--- src/rtl/mem_bus_arbiter.sv ---
// Two-master (CPU, debug probe) arbiter onto a single registered memory command
// port, with probe-burst starvation protection and a command timeout.
module mem_bus_arbiter #(
    parameter int unsigned ADDR_W          = 30,
    parameter int unsigned MAX_PROBE_BURST = 4,
    parameter int unsigned TIMEOUT         = 16
) (
    input  logic              clk,
    input  logic              rst_n,
    // CPU master
    input  logic              cpu_req,
    input  logic              cpu_we,
    input  logic [ADDR_W-1:0] cpu_addr,
    input  logic [3:0]        cpu_mask_byte,
    input  logic [31:0]       cpu_wdata,
    output logic              cpu_gnt,
    output logic              cpu_rvalid,
    output logic [31:0]       cpu_rdata,
    output logic              cpu_stall,
    // debug-probe master
    input  logic              probe_req,
    input  logic              probe_we,
    input  logic [ADDR_W-1:0] probe_addr,
    input  logic [3:0]        probe_mask_byte,
    input  logic [31:0]       probe_wdata,
    output logic              probe_gnt,
    output logic              probe_rvalid,
    output logic [31:0]       probe_rdata,
    // slave command port
    output logic [ADDR_W-1:0] mem_addr,
    output logic              mem_read,
    output logic              mem_write,
    output logic [3:0]        mem_mask_byte,
    output logic [31:0]       mem_wdata,
    input  logic [31:0]       mem_rdata,
    input  logic              mem_ready,
    output logic              bus_err
);

    localparam int unsigned STREAK_W = $clog2(MAX_PROBE_BURST + 1);
    localparam int unsigned TMO_W    = $clog2(TIMEOUT + 1);

    localparam logic [1:0] S_IDLE        = 2'd0;
    localparam logic [1:0] S_ISSUE_CPU   = 2'd1;
    localparam logic [1:0] S_ISSUE_PROBE = 2'd2;

    logic [1:0]          state_q, state_d;
    logic [STREAK_W-1:0] streak_q, streak_d;
    logic [TMO_W-1:0]    tmo_q, tmo_d;
    logic                issuing;
    logic                timeout_hit;
    logic                accept;
    logic                cpu_starved;

    // Handshake decode: acceptance is either slave ready or command abort.
    always_comb begin
        issuing     = (state_q != S_IDLE);
        timeout_hit = issuing && !mem_ready && (tmo_q == TMO_W'(TIMEOUT - 1));
        accept      = issuing && (mem_ready || timeout_hit);
        cpu_gnt     = accept && (state_q == S_ISSUE_CPU);
        probe_gnt   = accept && (state_q == S_ISSUE_PROBE);
        bus_err     = timeout_hit;
        cpu_stall   = cpu_req && !((state_q == S_ISSUE_CPU) && mem_ready);
        cpu_starved = cpu_req && (streak_q == STREAK_W'(MAX_PROBE_BURST));
    end

    // Next-state, timeout counter and probe-streak bookkeeping.
    always_comb begin
        state_d  = state_q;
        tmo_d    = '0;
        streak_d = streak_q;

        case (state_q)
            S_IDLE: begin
                if (probe_req && !cpu_starved) begin
                    state_d = S_ISSUE_PROBE;
                end else if (cpu_req) begin
                    state_d = S_ISSUE_CPU;
                end
            end
            S_ISSUE_CPU, S_ISSUE_PROBE: begin
                if (accept) begin
                    state_d = S_IDLE;
                end else begin
                    tmo_d = tmo_q + TMO_W'(1);
                end
            end
            default: state_d = S_IDLE;
        endcase

        if (!cpu_req || cpu_gnt) begin
            streak_d = '0;
        end else if (probe_gnt && (streak_q != STREAK_W'(MAX_PROBE_BURST))) begin
            streak_d = streak_q + STREAK_W'(1);
        end
    end

    // State, counters.
    always_ff @(posedge clk or negedge rst_n) begin
        if (!rst_n) begin
            state_q  <= S_IDLE;
            streak_q <= '0;
            tmo_q    <= '0;
        end else begin
            state_q  <= state_d;
            streak_q <= streak_d;
            tmo_q    <= tmo_d;
        end
    end

    // Command register: latch the owner's fields on issue, idle the strobes on accept.
    always_ff @(posedge clk or negedge rst_n) begin
        if (!rst_n) begin
            mem_addr      <= '0;
            mem_read      <= 1'b0;
            mem_write     <= 1'b0;
            mem_mask_byte <= '0;
            mem_wdata     <= '0;
        end else if ((state_q == S_IDLE) && (state_d == S_ISSUE_PROBE)) begin
            mem_addr      <= probe_addr;
            mem_read      <= !probe_we;
            mem_write     <= probe_we;
            mem_mask_byte <= probe_mask_byte;
            mem_wdata     <= probe_wdata;
        end else if ((state_q == S_IDLE) && (state_d == S_ISSUE_CPU)) begin
            mem_addr      <= cpu_addr;
            mem_read      <= !cpu_we;
            mem_write     <= cpu_we;
            mem_mask_byte <= cpu_mask_byte;
            mem_wdata     <= cpu_wdata;
        end else if (accept) begin
            mem_read      <= 1'b0;
            mem_write     <= 1'b0;
        end
    end

    // Read return: capture data of a successfully accepted read, valid for one cycle.
    always_ff @(posedge clk or negedge rst_n) begin
        if (!rst_n) begin
            cpu_rvalid   <= 1'b0;
            cpu_rdata    <= '0;
            probe_rvalid <= 1'b0;
            probe_rdata  <= '0;
        end else begin
            cpu_rvalid   <= cpu_gnt && mem_read && !timeout_hit;
            probe_rvalid <= probe_gnt && mem_read && !timeout_hit;
            if (cpu_gnt && mem_read && !timeout_hit) begin
                cpu_rdata <= mem_rdata;
            end
            if (probe_gnt && mem_read && !timeout_hit) begin
                probe_rdata <= mem_rdata;
            end
        end
    end

endmodule

--- config.mk ---
export PLATFORM = sky130hd
export DESIGN_NAME = mem_bus_arbiter
export DESIGN_NICKNAME = d
export VERILOG_FILES = /design/src/rtl/mem_bus_arbiter.sv
export SDC_FILE = /design/constraint.sdc
export NUM_CORES = 1
export LEC_CHECK = 0
export ABC_AREA = 1
export CAP_MARGIN = 25
export CORE_MARGIN = 10
export CORE_UTILIZATION = 30
export DETAILED_ROUTE_END_ITERATION = 10
export DONT_BUFFER_PORTS = 1
export HOLD_SLACK_MARGIN = 0.05
export PLACE_DENSITY_LB_ADDON = 0.25
export SETUP_SLACK_MARGIN = 0.3
export SLEW_MARGIN = 10
export SYNTH_ARGS = -nofsm -noshare
export SYNTH_HDL_FRONTEND = slang
export SYNTH_SLANG_ARGS = --single-unit
--- constraint.sdc ---
create_clock -name clk -period 2.9 [get_ports clk]
set_input_delay 0.725 -clock clk [delete_from_list [all_inputs] [get_ports clk]]
set_output_delay 0.725 -clock clk [all_outputs]
set_load 0.005 [all_outputs]
Word-level counts from Yosys, hierarchy flattened. Cells that the tools add are included. Widths: inputs -> output; s select.

Register bits after elaboration: 144. Bits of input ports: 171.

Reductions and logical operators: 31. Equality and inequality tests: 7. Multiplexer cells: 19. Add/sub/neg operators: 2.

Operators with widths (number): $mux 32 (2); $mux 30 (2); $logic_and 1x1->1 (16); $mux 5 (2); $mux 4 (2); $logic_not 1->1 (7); $mux 2 (3); $mux 3 (2); $reduce_bool 2->1 (3); $add 5x1->5 const B (1); $eq 5x4->1 const B (1); $mux 1 (5); $eq 2x1->1 const B (2); $eq 2x2->1 const B (2); $pmux 2 s2 (1); $add 3x1->3 const B (1); $eq 3x3->1 const B (1); $ne 3x3->1 const B (1); $reduce_bool 3->1 (1); $logic_not 2->1 (1); $logic_or 1x1->1 (2); $reduce_or 2->1 (1).

Depth between registers and ports, before layout. Gate-level depths: netlist (run 1).

Word-level depth: 11. Depth in mapped cells: 13.

Worst setup path after synthesis (run 1). No wires, ideal clock.

Kind: flip-flop to flip-flop. From: register tmo_q[0]. To: register mem_addr[0]. Buffers on the path: 2. Period minus slack after synthesis: 2049 ps. Required time: 2783 ps. Setup slack: 851 ps. Library setup time: 117 ps. Cell stages (with the launch flop): 13. Data arrival time: 1933 ps. Cells stage by stage: dfrtp_1 -> ha_1 -> nand2_1 -> nor2_1 -> ha_1 -> o21ai_4 -> nand2_2 -> a21oi_4 -> nand2_2 -> buf_4 -> buf_2 -> nand3_1 -> nand2_1.

Word-level cells in the longest chain between the ends: 9. Elaborated cells between the ends (all ways): 12. Classes of those cells: 3 x eq/ne; 3 x mux; 6 x reduce/logical.

RTL lines: from (decl) (RTL line 49) `logic [TMO_W-1:0] tmo_q, tmo_d;`; from (signal assigned) (RTL line 107) `tmo_q <= tmo_d;`; $eq 5x4->1 (*) (RTL line 58) `timeout_hit = issuing && !mem_ready && (tmo_q == TMO_W'(TIMEOUT - 1));`; $logic_and 1x1->1 (*) (RTL line 58); $logic_or 1x1->1 (*) (RTL line 59) `accept = issuing && (mem_ready || timeout_hit);`; $logic_and 1x1->1 (*) (RTL line 59); $mux 2 (*) (RTL line 82) `if (accept) begin`; $pmux 2 s2 (*) (RTL line 73) `case (state_q)`; $eq 2x2->1 or $eq 2x1->1 (tied branches) (RTL line 119, 125); $logic_and 1x1->1, on equally long branches (RTL line 119, 125); $mux 30 or $reduce_bool 2->1 (tied branches); to (signal assigned) (RTL line 120) `mem_addr <= probe_addr;`; to (signal assigned) (RTL line 126) `mem_addr <= cpu_addr;`; to (decl) (RTL line 30) `output logic [ADDR_W-1:0] mem_addr,`.

Mark *: on every way between the ends. The rest lies on a longest branch, timed or not. A chain may end at the register's enable or synchronous reset.

Worst setup path after layout (run 1).
From: register tmo_q[0]. To: output port bus_err.

Word-level cells in the longest chain between the ends: 2.

RTL lines: $eq 5x4->1 (RTL line 58); $logic_and 1x1->1 (RTL line 58); to (decl) (RTL line 37) `output logic bus_err`.

No other way between the ends.

==> impl_metrics.tcl, run 1 <==
set metrics [dict create \
    status "complete, but fails checks" \
    violations "hold timing" \
    end_kind "output pin" \
    drv_cap 0 \
    power.total_mw 9.18 \
    cts_tree "done" \
    tightest_slew_ps 586 \
    crit_path_max_fanout 3 \
    drc 0 \
    row_count 55 \
    min_period_over_period 0.843 \
    timing.fmax_mhz 409 \
    final_cell_count_no_fill 1120 \
    yosys_most_used_dff "dfrtp_1" \
    grt_pass1_vias 5339 \
    arrival_ps 1720 \
    synth_top_area_cell "dfrtp_1" \
    yosysSeqAreaShare 0.521 \
    cellPowerDensity_nw_per_um2 1170 \
    skew_ps 12.1 \
    relSlewSlack 0.606 \
    cts.reportedPaths.clkPinSlew_ps 70 \
    yosysWarnings 0 \
    yosys.area.top_type_share 0.521 \
    syn-cell-area_um2 6920 \
    drt.antenna.violating_nets 0 \
    die-area_um2 29500 \
    synth_cell_types 29 \
    hold_viol 3 \
    syn2layout_area_growth_pct 13.8 \
    final.setup.tns_ps 0 \
    ir_drop_v 0.000421 \
    hp-class "in2async" \
    avgRoutedWirePerCell_um 20.0 \
    ys_ff_latch 144 \
    fin_nets 1000 \
    setup_viol 0 \
    synthTopCellsByCount "212 x nand2_1, 144 x dfrtp_1, 114 x inv_1" \
    synth_area_per_cell_um2 8.24 \
    fin_crit_ps 2440 \
    rsz0062_at_grt "no" \
    dieWidth_um 172 \
    gr-total-overflow 0 \
    cts_buffers 17 \
    chipHeight_um 172 \
    synth_edf_count 0 \
    clockBufferDepth 2 \
    via_per_inst 4.77 \
    yosys-top-cells-area "dfrtp_1 52%, nand2_1 12%, o21ai_0 7.7%, nand3b_1 7.2%, inv_1 6.2%" \
    synth_most_common_cell "nand2_1" \
    start_kind "flop" \
    firstDrtPassIters 5 \
    detailroute.via_count 5340 \
    cts_root_buf "clkbuf_16" \
    pre_cts_slack_ps 481 \
    grt_max_degree 145 \
    leakagePower_nw 3.97 \
    required_ps 2170 \
    dp.cells 1082 \
    start_util 0.305 \
    synth_nets 1018 \
    gp_congestion 0.775 \
    dp_hpwl_um 16100 \
    grt_antenna_before_repair 2 \
    setup_ws_ps 455 \
    hold_ws_ps -1.04 \
    grtUsageTotal 0.145 \
    port_buffers 0 \
    h-tree-depth 4 \
    clk-insertion-delay-late_ps 420 \
    pin_count 309 \
    wl_um 22400 \
    drv_slew 0 \
    fp.coreArea_um2 22600 \
    async_flop_share 1.00 \
    crit_type "reg2out" \
    drive_gt1_frac 0.0767 \
    cts.sinks 144 \
    grt_pass1_wl_um 32800 \
    drt_iter0_drc 379 \
    syn_inst 839 \
]
==> where the power goes <==
group / total [mW] / switching (mW) / internal, mW
registers: 3.89 / 0.922 / 2.97
logic: 3.13 / 1.96 / 1.16
clock network: 2.16 / 0.977 / 1.18
total: 9.18 / 3.86 / 5.32
==> path summary, 6_finish.rpt <==
check | start | endpoint | slack [ps] | cells after the start
setup / recovery | tmo_q[0] | bus_err | 460 | 6
hold / removal | rst_n | probe_rdata[12] | -1 | 0
setup reg to reg | tmo_q[0] | mem_addr[11] | 460 | 13
hold reg to reg | tmo_q[0] | tmo_q[0] | 470 | 1
max in group asynchronous | rst_n | mem_wdata[10] | 2510 | 0
min in group clk | tmo_q[0] | tmo_q[0] | 470 | 1
==> layout by cell type (no fill, tap or decap), types with 2 or more instances in the layout <==
| master | instances |
|---|---|
| o21ai_1 | 29 |
| nor2_1 | 14 |
| buf_4 | 10 |
| buf_6 | 2 |
| inv_1 | 112 |
| nand3_1 | 71 |
| clkinv_4 | 3 |
| clkbuf_8 | 2 |
| nand3b_1 | 66 |
| a21oi_4 | 2 |
| ha_1 | 7 |
| inv_2 | 3 |
| o21ai_0 | 101 |
| nand2_8 | 2 |
| buf_12 | 6 |
| a21oi_1 | 3 |
| nand2_1 | 212 |
| clkbuf_16 | 17 |
| inv_8 | 3 |
| inv_6 | 6 |
| nand4_1 | 4 |
| dfrtp_1 | 144 |
==> worst max-delay path, stage by stage, from the launching register on <==
cell,delay (ps)
dfrtp_1,370
ha_1,170
nand2_1,60
nor2_1,100
ha_2,220
nor3b_4,220
buf_4,170
==> what timing repair did <==
action | 4_1_cts | 5_1_grt
pin swaps | 1 | 2
setup endpoints to repair | 2 | 25
cloned | 0 | 1
resized for setup | 1 | 13
endpoints found under the hold margin | 144 | 144
buffers inserted | 1 | 3
==> kinds of logic after synthesis <==
family | synth area share
flip-flops | 0.521
XOR/XNOR | 0.00127
AND/OR/NAND/NOR | 0.259
AO/OA/AOI/OAI | 0.105
buffers and inverters | 0.0988
adder cells (fa/ha/maj) | 0.0145
==> cell type report <==
class / count / area [µm²]
fillers: 2395 / 14800
repair buffers: 18 / 218
inverters: 115 / 432
diodes: 1 / 2.50
clock inverters: 13 / 120
flip-flops and latches: 144 / 3600
clock buffers: 19 / 453
well taps: 285 / 357
multi-input cells: 525 / 2690
==> registers in the layout, indices dropped and copies added (netlist names) <==
signal / cells
mem_addr: 30
cpu_rvalid: 1
tmo_q: 5
cpu_rdata: 32
mem_mask_byte: 4
state_q: 2
probe_rdata: 32
streak_q: 3
probe_rvalid: 1
mem_write: 1
mem_read: 1
mem_wdata: 32
==> layer usage <==
layer,up-vias,part of all wire,track usage
met1,2433,0.42,0.175
met4,2,0.0064,0.0326
li1,2641,-,-
met2,253,0.43,0.212
met3,11,0.15,0.0903
met5,-,0.00058,0
==> stage by stage <==
step	util	area, µm²
after floorplan	-	6920
after global placement	0.319	7220
after detailed placement	0.319	7220
after CTS	0.345	7800
after global routing	0.348	7870
final	0.348	7870
Power figures use the tool's default switching activity.
==> inputs of run 2 (changes only) <==
clock period = 2.6 ns   (was 2.9 ns; I/O delays follow)
==> impl_metrics.tcl, run 2 (synthesized netlist as in run 1, its figures left out) <==
set metrics [dict create \
    leakagePower_nw 4.67 \
    dp.cells 1083 \
    hp-class "in2async" \
    skew_ps 18.2 \
    clockBufferDepth 2 \
    layout_common_cells "208 x nand2_1, 143 x dfrtp_1, 111 x inv_1" \
    drt.antenna.violating_nets 0 \
    grtUsageTotal 0.150 \
    cts_tree "done" \
    clk-insertion-delay-late_ps 420 \
    reg2reg_to "mem_addr[9]" \
    largest_registers "cpu_rdata: 32 flops, mem_wdata: 32 flops, probe_rdata: 32 flops" \
    hold_viol 144 \
    drive_gt1_frac 0.202 \
    die-area_um2 29500 \
    gr-total-overflow 0 \
    final.setup.tns_ps 0 \
    fin_nets 1063 \
    drc 0 \
    pin_count 309 \
    grt_max_degree 145 \
    gp_congestion 0.776 \
    cts_buffers 17 \
    firstDrtPassIters 5 \
    rsz0062_at_grt "yes" \
    required_ps 2950 \
    drv_cap 0 \
    crit_path_max_fanout 6 \
    cellPowerDensity_nw_per_um2 1380 \
    cts.reportedPaths.clkPinSlew_ps 70 \
    start_kind "flop" \
    cts_root_buf "clkbuf_16" \
    grt_antenna_before_repair 4 \
    grt_pass1_wl_um 33700 \
    syn2layout_area_growth_pct 35.3 \
    dp_hpwl_um 16200 \
    timing.fmax_mhz 421 \
    rrSetupSlack_ps 220 \
    grt_pass1_vias 5465 \
    port_buffers 0 \
    wl_um 27400 \
    status "complete, but fails checks" \
    violations "hold timing" \
    dieWidth_um 172 \
    rr_startpoint "tmo_q[1]" \
    hold_ws_ps -72.2 \
    drt_iter0_drc 347 \
    row_count 55 \
    start_util 0.305 \
    crit_type "reg2reg" \
    critical_path.startpoint "tmo_q[1]" \
    power.total_mw 12.9 \
    cts.sinks 144 \
    final_cell_count_no_fill 1185 \
    min_period_over_period 0.914 \
    avgRoutedWirePerCell_um 23.1 \
    fin_crit_ps 2380 \
    end_kind "flop" \
    detailroute.via_count 5960 \
    via_per_inst 5.03 \
    arrival_ps 2730 \
    relSlewSlack 0.611 \
    h-tree-depth 4 \
    r2r_cells 14 \
    setup_viol 0 \
    ir_drop_v 0.000914 \
    chipHeight_um 172 \
    tightest_slew_ps 583 \
    fp.coreArea_um2 22600 \
    drv_slew 0 \
    final_common_cell "nand2_1" \
]
run 2: cell count changes in the layout (fill, tap and decap cells not counted), sizes merged:
cell,delta
buf,+36
clkbuf,+21
nand2,+5
clkinv,+3
diode,+2
inv,-2
run 2: repair_timing:
action                                  4_1_cts  5_1_grt
endpoints found under the setup margin       62       72
gates cloned                                  3       39
buffers inserted                              6       19
gates resized for setup                      11      131
pin swaps                                     4       53
endpoints found under the hold margin       144      144
run 2: cell type report:
cell class              count  area [µm²]
repair buffers             76        1360
clock inverters            14         120
flip-flops and latches    144        3600
multi-input cells         530        3050
well taps                 285         357
clock buffers              18         429
inverters                 115         434
diodes                      3        7.51
fillers                  2249       13300
run 2: stage by stage:
step	cell area (µm²)	util	hold WS, ps	setup slack, ps
6_report	9360	0.413	-72.2	223
3_5_place_dp	7210	0.319	359	181
3_3_place_gp	7210	0.319	359	268
5_1_grt	9360	0.413	-111	108
4_1_cts	7950	0.351	-99.7	223
2_1_floorplan	6920	-	354	551
run 2: worst max-delay path, stage by stage (launching register included):
cell,delay [ps]
dfrtp_1,380
ha_2,190
nand2_2,70
nor2_2,40
ha_2,190
o21ai_4,170
buf_6,150
nand3_4,90
a21oi_4,280
buf_6,190
nand2_8,100
buf_8,170
o21ai_0,150
nand2_1,80
nand2_1,60
run 2: power by group:
group	switching [mW]	total, mW	internal, mW
clock	1.08	2.33	1.25
sequential	1.08	4.39	3.32
combinational	3.18	6.16	2.98
total	5.33	12.9	7.55
run 2: how the worst max path moves through the flow:
stage	endpoint	slack, ps	cells after the start
2_1_floorplan	mem_addr[0]	550	12
3_3_place_gp	mem_wdata[1]	270	13
3_5_place_dp	mem_read	180	13
4_1_cts	cpu_gnt	220	8
5_1_grt	mem_wdata[6]	110	14
6_report	mem_addr[9]	220	14
run 2: layer usage:
metal | track usage | routed length, µm | up-vias
met2 | 0.221 | 12500 | 317
met5 | 0 | 13 | -
li1 | - | - | 2785
met3 | 0.0956 | 3740 | 49
met4 | 0.0499 | 800 | 2
met1 | 0.174 | 10300 | 2807
==> inputs of run 3 (changes only) <==
CORE_MARGIN = 5   (was 10)
PLACE_DENSITY = 0.41   (was not set)
PLACE_DENSITY_LB_ADDON = not set   (was 0.25)
==> impl_metrics.tcl, run 3 (synthesized netlist as in run 1, its figures left out) <==
set metrics [dict create \
    setup_viol 0 \
    layout_common_cells "209 x nand2_1, 144 x dfrtp_1, 111 x inv_1" \
    grt_pass1_vias 5566 \
    ir_drop_v 0.000474 \
    dpl_cell_area_um2 7220 \
    h-tree-depth 4 \
    crit_type "reg2reg" \
    via_per_inst 4.96 \
    cts_root_buf "clkbuf_16" \
    final_core_util 0.382 \
    required_ps 2960 \
    multiInputGateArea_um2 2830 \
    min_period_over_period 0.886 \
    cts.sinks 144 \
    die-area_um2 26200 \
    chipHeight_um 162 \
    largest_registers "cpu_rdata: 32 flops, mem_wdata: 32 flops, probe_rdata: 32 flops" \
    port_buffers 0 \
    cts.reportedPaths.clkPinSlew_ps 70 \
    dieWidth_um 162 \
    hp-class "in2async" \
    drt_iter0_drc 389 \
    critical_path.startpoint "tmo_q[0]" \
    status "complete, but fails checks" \
    grt_pass1_wl_um 32600 \
    end_kind "flop" \
    cp_cell_sequence "ha_4 > nand2_2 > nor2_2 > ha_2 > o21ai_4 > buf_6 > nand3_4 > a21oi_4 > buf_6 > buf_12 > nand2_8 > clkbuf_16 > o21ai_2 > nand2_1 > nand2_1" \
    syn2layout_area_growth_pct 25.2 \
    max_stage_delay_ps 410 \
    crit_family "buffers and inverters" \
    drt.antenna.violating_nets 0 \
    worst_path_max_delay_cell "dfrtp_1" \
    drive_gt1_frac 0.149 \
    cts_buffers 17 \
    reg2reg_to "mem_wdata[13]" \
    rrSetupSlack_ps 300 \
    violations "hold timing" \
    fin_crit_ps 2300 \
    grt_antenna_before_repair 2 \
    cellPowerDensity_nw_per_um2 1350 \
    hold_viol 144 \
    fillCellCount 2354 \
    gr-total-overflow 0 \
    dp_hpwl_um 14300 \
    detailroute.via_count 5752 \
    firstDrtPassIters 4 \
    cp_num_buf_inv 4 \
    wl_um 23700 \
    timing.fmax_mhz 434 \
    drv_slew 0 \
    avgRoutedWirePerCell_um 20.5 \
    arrival_ps 2660 \
    r2r_cells 15 \
    grt_max_degree 145 \
    final.setup.tns_ps 0 \
    crit_path_max_fanout 8 \
    final_common_cell "nand2_1" \
    tightest_slew_ps 559 \
    rr_startpoint "tmo_q[0]" \
    start_util 0.305 \
    clockBufferDepth 2 \
    clk-insertion-delay-late_ps 430 \
    grtUsageTotal 0.156 \
    relSlewSlack 0.627 \
    fin_nets 1040 \
    cts_tree "done" \
    row_count 55 \
    fp.coreArea_um2 22600 \
    pin_count 309 \
    fin_area_um2 8660 \
    leakagePower_nw 4.32 \
    gp_congestion 0.805 \
    start_kind "flop" \
    drc 0 \
    skew_ps 15.7 \
    rsz0062_at_grt "yes" \
    hold_ws_ps -75.8 \
    regArea_um2 3600 \
    drv_cap 0 \
]
run 3: worst register-to-register path, delay by kind of cell (launching register included):
kind / cells / cell delay [ps]
AND/OR/NAND/NOR: 6 / 380
adder cells (fa/ha/maj): 2 / 360
buffers and inverters: 4 / 600
AO/OA/AOI/OAI: 3 / 500
flip-flops: 1 / 410
run 3: final cells by class:
class / count / area share
sequential: 144 / 0.416
multi-input combinational: 526 / 0.327
timing repair buffer: 57 / 0.0909
inverter: 115 / 0.0502
clock buffer: 17 / 0.0491
tap: 285 / 0.0412
clock inverter: 15 / 0.0251
antenna: 1 / 0.000289
run 3: metal layers:
layer  up-vias  global-route usage  share of wire
li1       2731                   -              -
met4         2              0.0458          0.014
met1      2741               0.189           0.40
met2       251               0.248           0.48
met3        27              0.0761           0.11
met5         -                   0        0.00055
run 3: metrics by stage:
| stage | cells | setup slack, ps | power (mW) |
|---|---|---|---|
| global route | 1160 | 178 | 12.6 |
| global placement | 1081 | 228 | 7.69 |
| CTS | 1123 | 274 | 10.8 |
| detailed placement | 1081 | 169 | 7.82 |
| floorplan | 839 | 551 | 6.65 |
| finish | 1160 | 296 | 11.7 |
run 3: where the power goes:
group,switching [mW],internal [mW],leakage [nW]
clock network,1.12,1.57,0.308
logic,2.72,1.95,2.20
registers,1.00,3.32,1.81
total,4.85,6.83,4.32
run 3: what timing repair did:
action                                  CTS  global route
hold endpoints to repair                144           144
resized for setup                        12            71
pin swaps                                 5            19
setup buffers                             9            18
endpoints found under the setup margin   55            71
cloned                                    1            18
run 3: worst max path at each step:
stage,depth (start not counted),slack (ps),endpoint
after CTS,7,270,probe_gnt
after global routing,15,180,mem_wdata[15]
final,15,300,mem_wdata[13]
after floorplan,12,550,mem_addr[0]
after global placement,13,230,mem_wdata[24]
after detailed placement,13,170,mem_wdata[24]
